===== config.mk =====
export PLATFORM = sky130hd
export DESIGN_NAME = m_cycle_sequencer
export DESIGN_NICKNAME = d
export VERILOG_FILES = /design/src/rtl/m_cycle_sequencer.sv
export SDC_FILE = /design/constraint.sdc
export NUM_CORES = 1
export LEC_CHECK = 0
export ABC_AREA = 1
export CAP_MARGIN = 20
export CELL_PAD_IN_SITES_DETAIL_PLACEMENT = 0
export CELL_PAD_IN_SITES_GLOBAL_PLACEMENT = 1
export CORE_MARGIN = 4
export CORE_UTILIZATION = 33
export CTS_CLUSTER_DIAMETER = 60
export DETAILED_ROUTE_END_ITERATION = 10
export PLACE_DENSITY_LB_ADDON = 0.25
export RECOVER_POWER = 100
export SLEW_MARGIN = 30
export SYNTH_ARGS = -nofsm -noshare
export SYNTH_HDL_FRONTEND = slang
export SYNTH_SLANG_ARGS = --single-unit

===== constraint.sdc =====
create_clock -name i_Clk -period 2 [get_ports i_Clk]
set_input_delay 0.4 -clock i_Clk [delete_from_list [all_inputs] [get_ports i_Clk]]
set_output_delay 0.4 -clock i_Clk [all_outputs]
set_load 0.03 [all_outputs]

===== src/rtl/m_cycle_sequencer.sv =====
// rtl/m_cycle_sequencer.sv - T-step / M-cycle timing generator with fetch and HALT control.
// Optional instruction-length profiling: define M_CYCLE_SEQUENCER_PROFILE_EN.
module m_cycle_sequencer #(
  parameter int COUNT_WIDTH = 8
) (
  input  logic                   i_Clk,
  input  logic                   i_Reset,
  input  logic                   i_Enable,
  input  logic                   i_IR_Fetch,
  input  logic                   i_Halt_Req,
  input  logic                   i_Wake,
  output logic [3:0]             o_Cycle_Step,
  output logic [COUNT_WIDTH-1:0] o_Cycle_Count,
  output logic                   o_IR_Load,
  output logic                   o_Fetch_Only,
  output logic                   o_Halted,
  output logic                   o_Sequence_Error
`ifdef M_CYCLE_SEQUENCER_PROFILE_EN
  ,
  output logic [3:0]             o_Last_Length
`endif
);

  typedef enum logic [1:0] {
    S_FETCH  = 2'd0,
    S_RUN    = 2'd1,
    S_HALTED = 2'd2
  } state_t;

  localparam logic [COUNT_WIDTH-1:0] LP_M1 = COUNT_WIDTH'(1);

  state_t                  r_state, w_state_next;
  logic [3:0]              r_step, w_step_next;
  logic [COUNT_WIDTH-1:0]  r_count, w_count_next;
  logic                    r_ir_load, w_ir_load_next;
  logic                    r_error, w_error_next;
  logic                    w_boundary;

  assign w_boundary = i_Enable & r_step[3];

  always_ff @(posedge i_Clk) begin
    if (i_Reset) begin
      r_state   <= S_FETCH;
      r_step    <= 4'b0001;
      r_count   <= '0;
      r_ir_load <= 1'b0;
      r_error   <= 1'b0;
    end else begin
      r_state   <= w_state_next;
      r_step    <= w_step_next;
      r_count   <= w_count_next;
      r_ir_load <= w_ir_load_next;
      r_error   <= w_error_next;
    end
  end

  always_comb begin
    w_state_next   = r_state;
    w_step_next    = r_step;
    w_count_next   = r_count;
    w_ir_load_next = r_ir_load;
    w_error_next   = r_error;
    if (i_Enable) begin
      w_step_next    = {r_step[2:0], r_step[3]};
      w_ir_load_next = 1'b0;
    end
    // Control inputs only matter on the T4 clock that closes an M-cycle.
    if (w_boundary) begin
      case (r_state)
        S_FETCH: begin
          w_ir_load_next = 1'b1;
          w_count_next   = LP_M1;
          w_state_next   = S_RUN;
        end
        S_RUN: begin
          if (i_Halt_Req) begin
            w_state_next = S_HALTED;
            w_count_next = '0;
          end else if (i_IR_Fetch) begin
            w_ir_load_next = 1'b1;
            w_count_next   = LP_M1;
          end else if (r_count[COUNT_WIDTH-1]) begin
            w_count_next = '0;
            w_state_next = S_FETCH;
            w_error_next = 1'b1;
          end else begin
            w_count_next = {r_count[COUNT_WIDTH-2:0], 1'b0};
          end
        end
        S_HALTED: begin
          w_count_next = '0;
          if (i_Wake) w_state_next = S_FETCH;
        end
        default: begin
          w_state_next = S_FETCH;
          w_count_next = '0;
        end
      endcase
    end
  end

`ifdef M_CYCLE_SEQUENCER_PROFILE_EN
  // r_len counts M-cycles of the running instruction, saturating at 15.
  logic [3:0] r_len;
  logic [3:0] r_last;

  always_ff @(posedge i_Clk) begin
    if (i_Reset) begin
      r_len  <= 4'd0;
      r_last <= 4'd0;
    end else if (w_boundary && r_state == S_FETCH) begin
      r_len <= 4'd1;
    end else if (w_boundary && r_state == S_RUN && !i_Halt_Req) begin
      if (i_IR_Fetch) begin
        r_last <= r_len;
        r_len  <= 4'd1;
      end else if (r_len != 4'd15) begin
        r_len <= r_len + 4'd1;
      end
    end
  end

  assign o_Last_Length = r_last;
`endif

  assign o_Cycle_Step     = r_step;
  assign o_Cycle_Count    = r_count;
  assign o_IR_Load        = r_ir_load & i_Enable;
  assign o_Fetch_Only     = (r_state == S_FETCH);
  assign o_Halted         = (r_state == S_HALTED);
  assign o_Sequence_Error = r_error;

endmodule


==> flow_summary.yaml, run 1 <==
final_layout:
  fin_util_pct: 50.4
  layout-drive-gt1-share_pct: 10.2
  area_growth_pct: 38.5
  nNetsFinal: 115
  layout.cell_area.non_filler_sq_um: 908
  n_antenna_cell: 0
  stdcell_count: 133
drt:
  wl_per_cell_um: 9.64
  post-route-drc-count: 0
  number_of_antenna_violating_nets_in_the_routed_design: 0
  post_drt_via_cell_ratio: 4.51
  drt_iter0_drcs: 9
  detail_route.first_pass.iterations: 4
  postRouteWirelength_mm: 1.28
  vias: 600
global_route:
  via_count_of_the_first_global_routing_pass: 551
  grt_antenna_before_repair: 0
  grt_overflow_total: 0
  first_pass_grt_wire_length_mm: 2.18
  grt_usage_pct: 10.7
  largest_net_degree_at_the_start_of_global_routing: 16
logic_synthesis:
  synth_cell_types: 19
  mapped_cell_area_sq_um: 656
  synth.most_common_cell: "dfxtp_1"
  share_of_synthesized_area_occupied_by_flip_flops_and_latches_pct: 48.9
  biggest_area_consumer_among_synthesized_cells: "dfxtp_1"
  synth_register_bits: 16
  yosys_warnings: 0
  postSynth.topFlopCell: "dfxtp_1"
  synth.avg_cell_area_sq_um: 7.90
  ys_top_cells_by_area: "dfxtp_1, nand2_1, nand3_1, inv_1, nor2_1"
  syn-instance-count: 83
  synth_nets: 89
  async_reset_ff_share_pct: 0
  post-synth-top-area-fraction_pct: 48.9
  synthTopCellsByCount: "dfxtp_1, nand2_1, inv_1, nor2_1, nand3_1"
  synth_enable_flop_cells: 0
sta:
  fin_crit_ps: 1850
  grt_setup_unrepaired: "no"
  post-route-worst-setup-slack_ps: 148
  setup_total_negative_slack_ps: 0
  worst_clock_skew_ps: 5.48
  whs_ps: 447
  worst_slew_pin_slew_ps: 579
  max_slew_headroom_pct: 61.4
  min_period_over_period_pct: 92.6
  hold_viol_final: 0
  finalSetupViolCount: 0
  peak_clock_frequency_supported_by_timing_mhz: 540
  max_slew_vio_count: 0
place:
  post-place-cells: 129
  gp_routability_congestion: 0.686
  dpl-instance-area_sq_um: 897
  place_worst_setup_slack_ps: 281
  placement.io_buffers: 21
  dp_hpwl_mm: 1.00
clock_network:
  cts_max_path_bufs: 2
  root_buffer: "clkbuf_4"
  cts-hold-fix-buffers: 0
  cts_resized: 0
  ctsHtreeMaxLevel: 1
  clock-sinks: 16
  tritoncts_clock_tree: "built"
  clkLatencyLatePin_ps: 280
  cts-buffers-inserted: 3
  post_cts.repair.setup_buffers: 0
  clkTransAtPathRegs_ps: 90
floorplan:
  design.portCount: 22
  chipWidth_um: 52.6
  die_h_um: 52.6
  fp.coreArea_sq_mm: 0.00180
  floorplan.rows: 15
  fp.dieArea_sq_mm: 0.00276
  initial_utilization_pct: 36.4
hold_path:
  timing.hold.worst_endpoint: "o_Sequence_Error"
  min_path_type: "flip-flop to flip-flop"
  number_of_cells_on_the_worst_hold_path: 2
  timing.hold.worst.start: "o_Sequence_Error"
setup_path:
  critical_path.cell_chain: "nor2_1, clkdlybuf4s50_1"
  worst-r2r-setup-slack_ps: 770
  timing.critical_path.max_delay_family: "buffers and inverters"
  worstRegToRegCells: 7
  worstReg2RegStart: "o_Cycle_Step[3]"
  worst_setup_path_start_kind: "flip-flop"
  cp_slowest_cell: "clkdlybuf4s50_1"
  timing.setup.critical_path_class: "flip-flop to output pin"
  arrival_ps: 1450
  worst_r2r_endpoint: "r_state[0]"
  worst_setup_path_end_kind: "output pin"
  timing.critical_path.fanout_max: 6
  crit_required_ps: 1600
  path_buf_inv: 1
  critical-path-max-stage-delay_ps: 690
outcome:
  status: "finished, final reports clean"
power:
  design_power_total_uw: 627
  power.density_cell_area_mw_per_mm2: 691
  ir_worst_vdd_uv: 326
  total_leakage_power_nw: 0.395
run:
  max_cap_violations: 0
-- report_power, final --
group          internal, mW  switching (mW)
Clock                 0.111          0.0994
Combinational        0.0306          0.0515
Sequential            0.328         0.00693
Total                 0.470           0.158
-- layout by cell type (no fill, tap or decap), drive strengths merged --
cell	instances
a21oi	3
clkbuf	7
clkdlybuf4s50	4
clkinv	2
dfxtp	16
dlygate4sd3	15
inv	10
nand2	19
nand3	7
nand4	3
nor2	10
o211ai	1
o21ai	6
o22ai	5
-- layout make-up --
class	count	area (sq um)
Clock buffer	4	36.3
Fill cell	185	893
Inverter	12	46.3
Multi-Input combinational cell	54	272
Sequential cell	16	320
Tap cell	25	31.3
Timing Repair Buffer	22	203
-- kinds of logic after synthesis --
kind of cell	synth area share, %
buffers and inverters	8.59
and+or+nand+nor	29.8
AOI/OAI and AO/OA	12.8
DFF	48.9
-- metal layers --
metal,wire length [um],vias up,part of all wire (%),global-route usage (%)
li1,-,322,-,-
met1,627,257,49,13.1
met2,557,17,43,16.7
met3,67,4,5.2,3.42
met4,28,0,2.2,5.11
met5,0,-,0,0
-- flip-flops by register name, summed over array words and instances (netlist names) --
register and count:
o_Sequence_Error 1, r_ir_load 1, o_Cycle_Step 4, r_state 2, o_Cycle_Count 8
-- worst max-delay path by stage --
stage	startpoint	endpoint	slack (ps)	cells after the start
finish	r_state[0]	o_Fetch_Only	150	2
global placement	i_Enable	o_IR_Load	290	4
CTS	r_state[1]	o_Halted	80	3
detailed placement	i_Enable	o_IR_Load	280	4
global route	r_state[0]	o_Fetch_Only	70	2
floorplan	r_state[1]	o_Halted	770	2
-- worst reg2reg max path: cells and delay by family, from the launching register on --
family	cells	cell delay (ps)
simple gates	5	410
buf+inv	2	380
flops	1	360
Power figures use the tool's default switching activity.
==> run 2, diff against run 1 <==
Settings changed: GPL_ROUTABILITY_DRIVEN from default to 0.
==> results of run 2 <==
No change in the layout: final DEF, timing and power equal those of run 1.
==> run 3, diff against run 2 <==
Settings changed: REMOVE_ABC_BUFFERS from default to 1.
==> flow_summary.yaml, run 3 (synthesized netlist as in run 1, its figures left out) <==
clock_network:
  clkLatencyLatePin_ps: 280
  cts_max_path_bufs: 2
  clock-sinks: 16
  tritoncts_clock_tree: "built"
  root_buffer: "clkbuf_4"
  clkTransAtPathRegs_ps: 90
  cts-buffers-inserted: 3
  ctsHtreeMaxLevel: 1
  cts-hold-fix-buffers: 0
sta:
  grt_setup_unrepaired: "no"
  max_slew_vio_count: 0
  post-route-worst-setup-slack_ps: 140
  worst_slew_pin_slew_ps: 385
  finalSetupViolCount: 0
  min_period_over_period_pct: 93.0
  hold_viol_final: 0
  setup_total_negative_slack_ps: 0
  max_slew_headroom_pct: 74.4
  fin_crit_ps: 1860
  worst_clock_skew_ps: 2.91
  peak_clock_frequency_supported_by_timing_mhz: 538
final_layout:
  layout_common_cells: "nand2_1, dfxtp_1, dlygate4sd3_1"
  n_antenna_cell: 0
  layout-drive-gt1-share_pct: 9.35
  largest_reg_flops: 8
  stdcell_count: 132
  area_growth_pct: 35.1
  mostFrequentLayoutCell: "nand2_1"
  nNetsFinal: 115
power:
  power.density_cell_area_mw_per_mm2: 656
  total_leakage_power_nw: 0.380
  intPower_uw: 430
  p_comb_share_pct: 14.3
  share_clk_of_total_power_pct: 28.0
  seq_power_share_pct: 57.7
  ir_worst_vdd_uv: 448
  switching_share_pct: 26.0
  switchingPower_uw: 151
place:
  placement.io_buffers: 21
  post-place-cells: 129
  dp_hpwl_mm: 1.04
  place_worst_setup_slack_ps: 258
global_route:
  via_count_of_the_first_global_routing_pass: 596
  grt_overflow_total: 0
  grt_usage_pct: 11.8
  largest_net_degree_at_the_start_of_global_routing: 19
  first_pass_grt_wire_length_mm: 2.43
  grt_antenna_before_repair: 0
setup_path:
  worst_setup_path_start_kind: "flip-flop"
  arrival_ps: 1460
  timing.setup.critical_path_class: "flip-flop to output pin"
  timing.critical_path.fanout_max: 6
  worst_setup_path_end_kind: "output pin"
  crit_required_ps: 1600
outcome:
  status: "finished, final reports clean"
floorplan:
  fp.dieArea_sq_mm: 0.00276
  initial_utilization_pct: 36.4
  fp.coreArea_sq_mm: 0.00180
  floorplan.rows: 15
  die_h_um: 52.6
  design.portCount: 22
  chipWidth_um: 52.6
drt:
  detail_route.first_pass.iterations: 3
  wl_per_cell_um: 10.6
  post_drt_via_cell_ratio: 4.52
  postRouteWirelength_mm: 1.39
  post-route-drc-count: 0
  vias: 596
  number_of_antenna_violating_nets_in_the_routed_design: 0
  drt_iter0_drcs: 4
hold_path:
  min_path_type: "flip-flop to flip-flop"
run:
  max_cap_violations: 0
run 3: changes by cell type in the layout (fill, tap and decap cells not counted), sizes merged:
cell           before  now
clkbuf              7    5
dlygate4sd3        15   14
buf                 0    1
clkinvlp            0    1
clkdlybuf4s50       4    5
inv                10    9
run 3: layout make-up:
class                   instances  area [sq um]
fillers                       211           916
flip-flops and latches         16           320
multi-input cells              54           254
repair buffers                 22           206
inverters                      12          51.3
well taps                      25          31.3
clock buffers                   3          22.5
run 3: power groups by stage:
stage	clock [mW]	combinational [mW]	sequential, mW
after floorplan	0	0.0370	0.356
after global placement	0	0.0900	0.344
after detailed placement	0	0.0909	0.343
after CTS	0.170	0.0911	0.336
after global routing	0.187	0.0898	0.338
final	0.162	0.0832	0.335
run 3: metal layers:
metal  wire length [um]  up-vias  GRT usage, %  share of wire (%)
met5                  0        -             0                  0
met4                  0        0          3.83                  0
met3                 54        0          3.42                3.9
met2                666       10          19.6                 48
met1                672      262          14.4                 48
li1                   -      324             -                  -
run 3: metrics by stage:
step                util [%]  area [sq um]  hold slack (ps)  power [mW]
floorplan                  -           651              447       0.393
global placement        49.8           897              438       0.434
detailed placement      49.8           897              441       0.434
CTS                     51.0           920              452       0.597
global route            49.2           886              494       0.614
finish                  49.2           886              445       0.581
run 3: path summary, 6_finish.rpt:
kind | start | cells after the start | end | slack, ps
max | r_state[0] | 2 | o_Fetch_Only | 140
min reg2reg | o_Sequence_Error | 2 | o_Sequence_Error | 450
min | o_Sequence_Error | 2 | o_Sequence_Error | 450
max reg2reg | r_state[1] | 5 | o_Cycle_Count[6] | 760
run 3: critical path, stage by stage (launching register included):
cell	delay, ps
dfxtp_1	360
nor2_1	140
clkdlybuf4s50_1	690
run 3: timing repair:
action,in CTS,in global routing
buffers inserted,0,0
resized for setup,0,1
endpoints found under the setup margin,0,1
==> edit: new RTL, flow settings as in run 3 <==
Build with the macro `M_CYCLE_SEQUENCER_PROFILE_EN` defined.
--- a/src/rtl/m_cycle_sequencer.sv
+++ b/src/rtl/m_cycle_sequencer.sv
@@ -2,2 +2,4 @@
 // Optional instruction-length profiling: define M_CYCLE_SEQUENCER_PROFILE_EN.
+`define M_CYCLE_SEQUENCER_PROFILE_EN
+
 module m_cycle_sequencer #(
Function (old outputs only; new: o_Last_Length): kept (Yosys induction, for registers that start in step).
==> edit against run 3 <==
Utilization shrank 3.7 points. Routed wire length up 64%. Total power is 64% higher. Design area is 55% higher. Synthesized area up 58%. Largest power group unchanged. Setup slack worse by 0.0080 ns. First-iteration DRC count rose to 6.8 times the old value. Sequential cell count grew 8.
==> edit: results (changes against run 3) <==
INFO  worst_setup_path slowest_delay=0.76ns [was 0.69 ns]
INFO  placement      hpwl=1.79mm [was 1.04 mm]
INFO  placement      placed_area=1340um2 [was 897 um2]
INFO  detailed_routing drt_pass1_iterations=4 [was 3]
INFO  synth          synth_commonest_cells=29 x nand2_1, 24 x dfxtp_1, 20 x inv_1 [was 16 x dfxtp_1, 15 x nand2_1, 9 x inv_1, 9 x nor2_1, 7 x nand3_1]
INFO  status         outcome=completed [unchanged]
INFO  worst_setup_path worstPathMaxFanout=4 [was 6]
INFO  grt            vias_in_the_first_global_route=956 [was 596]
INFO  power_and_ir_drop ir_drop=0.312mV [was 0.448 mV]
INFO  power_and_ir_drop power.leakage=0.590nW [was 0.380 nW]
INFO  final_layout   utilization=45.5% [was 49.2%]
INFO  final_layout   nFillCells=329 [was 211]
INFO  clock_network  clkTransAtPathRegs=0.14ns [was 0.09 ns]
INFO  worst_setup_path critPathSlowestCell=dlygate4sd3_1 [was clkdlybuf4s50_1]
INFO  synth          synth_seq_area_share=46.4% [was 48.9%]
INFO  grt            wire_length_of_the_first_global_routing_pass=4.17mm [was 2.43 mm]
INFO  sta            worst_slew_margin_rel=74.4% [about the same]
INFO  power_and_ir_drop p_sw_share=23.6% [was 26.0%]
INFO  grt            grt_max_degree=15 [was 19]
INFO  sta            clock-skew-final=0.0117ns [was 0.00291 ns]
INFO  final_layout   fin_nets=179 [was 115]
INFO  synth          yosys-top-cells-area=dfxtp_1 46%, nand2_1 11%, inv_1 7.2%, a21oi_1 6.3%, nor2_1 5.8% [was dfxtp_1 49%, nand2_1 8.6%, nand3_1 5.3%, inv_1 5.2%, nor2_1 5.2%]
INFO  final_layout   drive_gt1_share=7.02% [was 9.35%]
INFO  detailed_routing wirelength=2.29mm [was 1.39 mm]
INFO  clock_network  clock_latency=0.31ns [was 0.28 ns]
INFO  grt            grt.total_usage=12.6% [was 11.8%]
INFO  detailed_routing vias=970 [was 596]
INFO  synth          synthDistinctLibCells=21 [was 19]
-- edit: power groups by stage --
stage / sequential (mW) / combinational [mW] / clock [mW]
CTS: 0.500 / 0.116 / 0.359
global placement: 0.510 / 0.115 / 0
floorplan: 0.524 / 0.0467 / 0
global route: 0.502 / 0.119 / 0.387
finish: 0.499 / 0.107 / 0.348
detailed placement: 0.510 / 0.115 / 0
-- edit: repair_timing --
item / 4_1_cts / 5_1_grt
resized for setup: 0 / 2
buffers inserted: 0 / 0
setup endpoints to repair: 0 / 2
-- edit: per-stage QoR --
step	setup WS (ns)	std cells
finish	0.132	215
global route	0.0810	215
CTS	0.0337	215
detailed placement	0.139	211
global placement	0.191	211
floorplan	0.631	140
-- edit: worst register-to-register path, delay by kind of cell (launching register included) --
family,cells,cell delay [ns]
simple gates,2,0.42
flops,1,0.38
buf+inv,1,0.32
compound gates,1,0.19
-- edit: layout make-up --
class / instances / area share, %
clock buffer: 3 / 1.64
clock inverter: 1 / 2.18
inverter: 23 / 6.27
multi-input combinational: 93 / 33.1
sequential: 24 / 34.9
tap: 44 / 4.00
timing repair buffer: 27 / 17.9
-- edit: path summary, 6_finish.rpt --
| check | from | to | slack (ns) | cells after the start |
|---|---|---|---|---|
| hold reg to reg | o_Sequence_Error$_SDFFE_PP0P_ | o_Sequence_Error$_SDFFE_PP0P_ | 0.45 | 2 |
| setup reg to reg | o_Cycle_Step[3]$_SDFFE_PP0P_ | o_Cycle_Count[2]$_SDFFE_PP0N_ | 0.63 | 4 |
| hold / removal | o_Sequence_Error$_SDFFE_PP0P_ | o_Sequence_Error$_SDFFE_PP0P_ | 0.45 | 2 |
| setup / recovery | o_Cycle_Count[7]$_SDFFE_PP0N_ | o_Cycle_Count[7] | 0.13 | 1 |
-- edit: routing by layer --
layer	part of all wire (%)	vias up	global-route usage [%]
met2	43	11	20.3
li1	-	523	-
met5	0	-	0
met3	2.8	2	2.28
met1	53	434	16.7
met4	0.92	0	4.85
-- edit: logic make-up (layout without fill, tap and decap cells) --
family	after synthesis	after routing	synth area share, %
simple gates	64	64	28.1
compound gates	27	27	14.0
fa+ha+maj	1	1	1.21
xor+xnor	1	1	0.846
buf+inv	25	54	9.42
flops	24	24	46.4
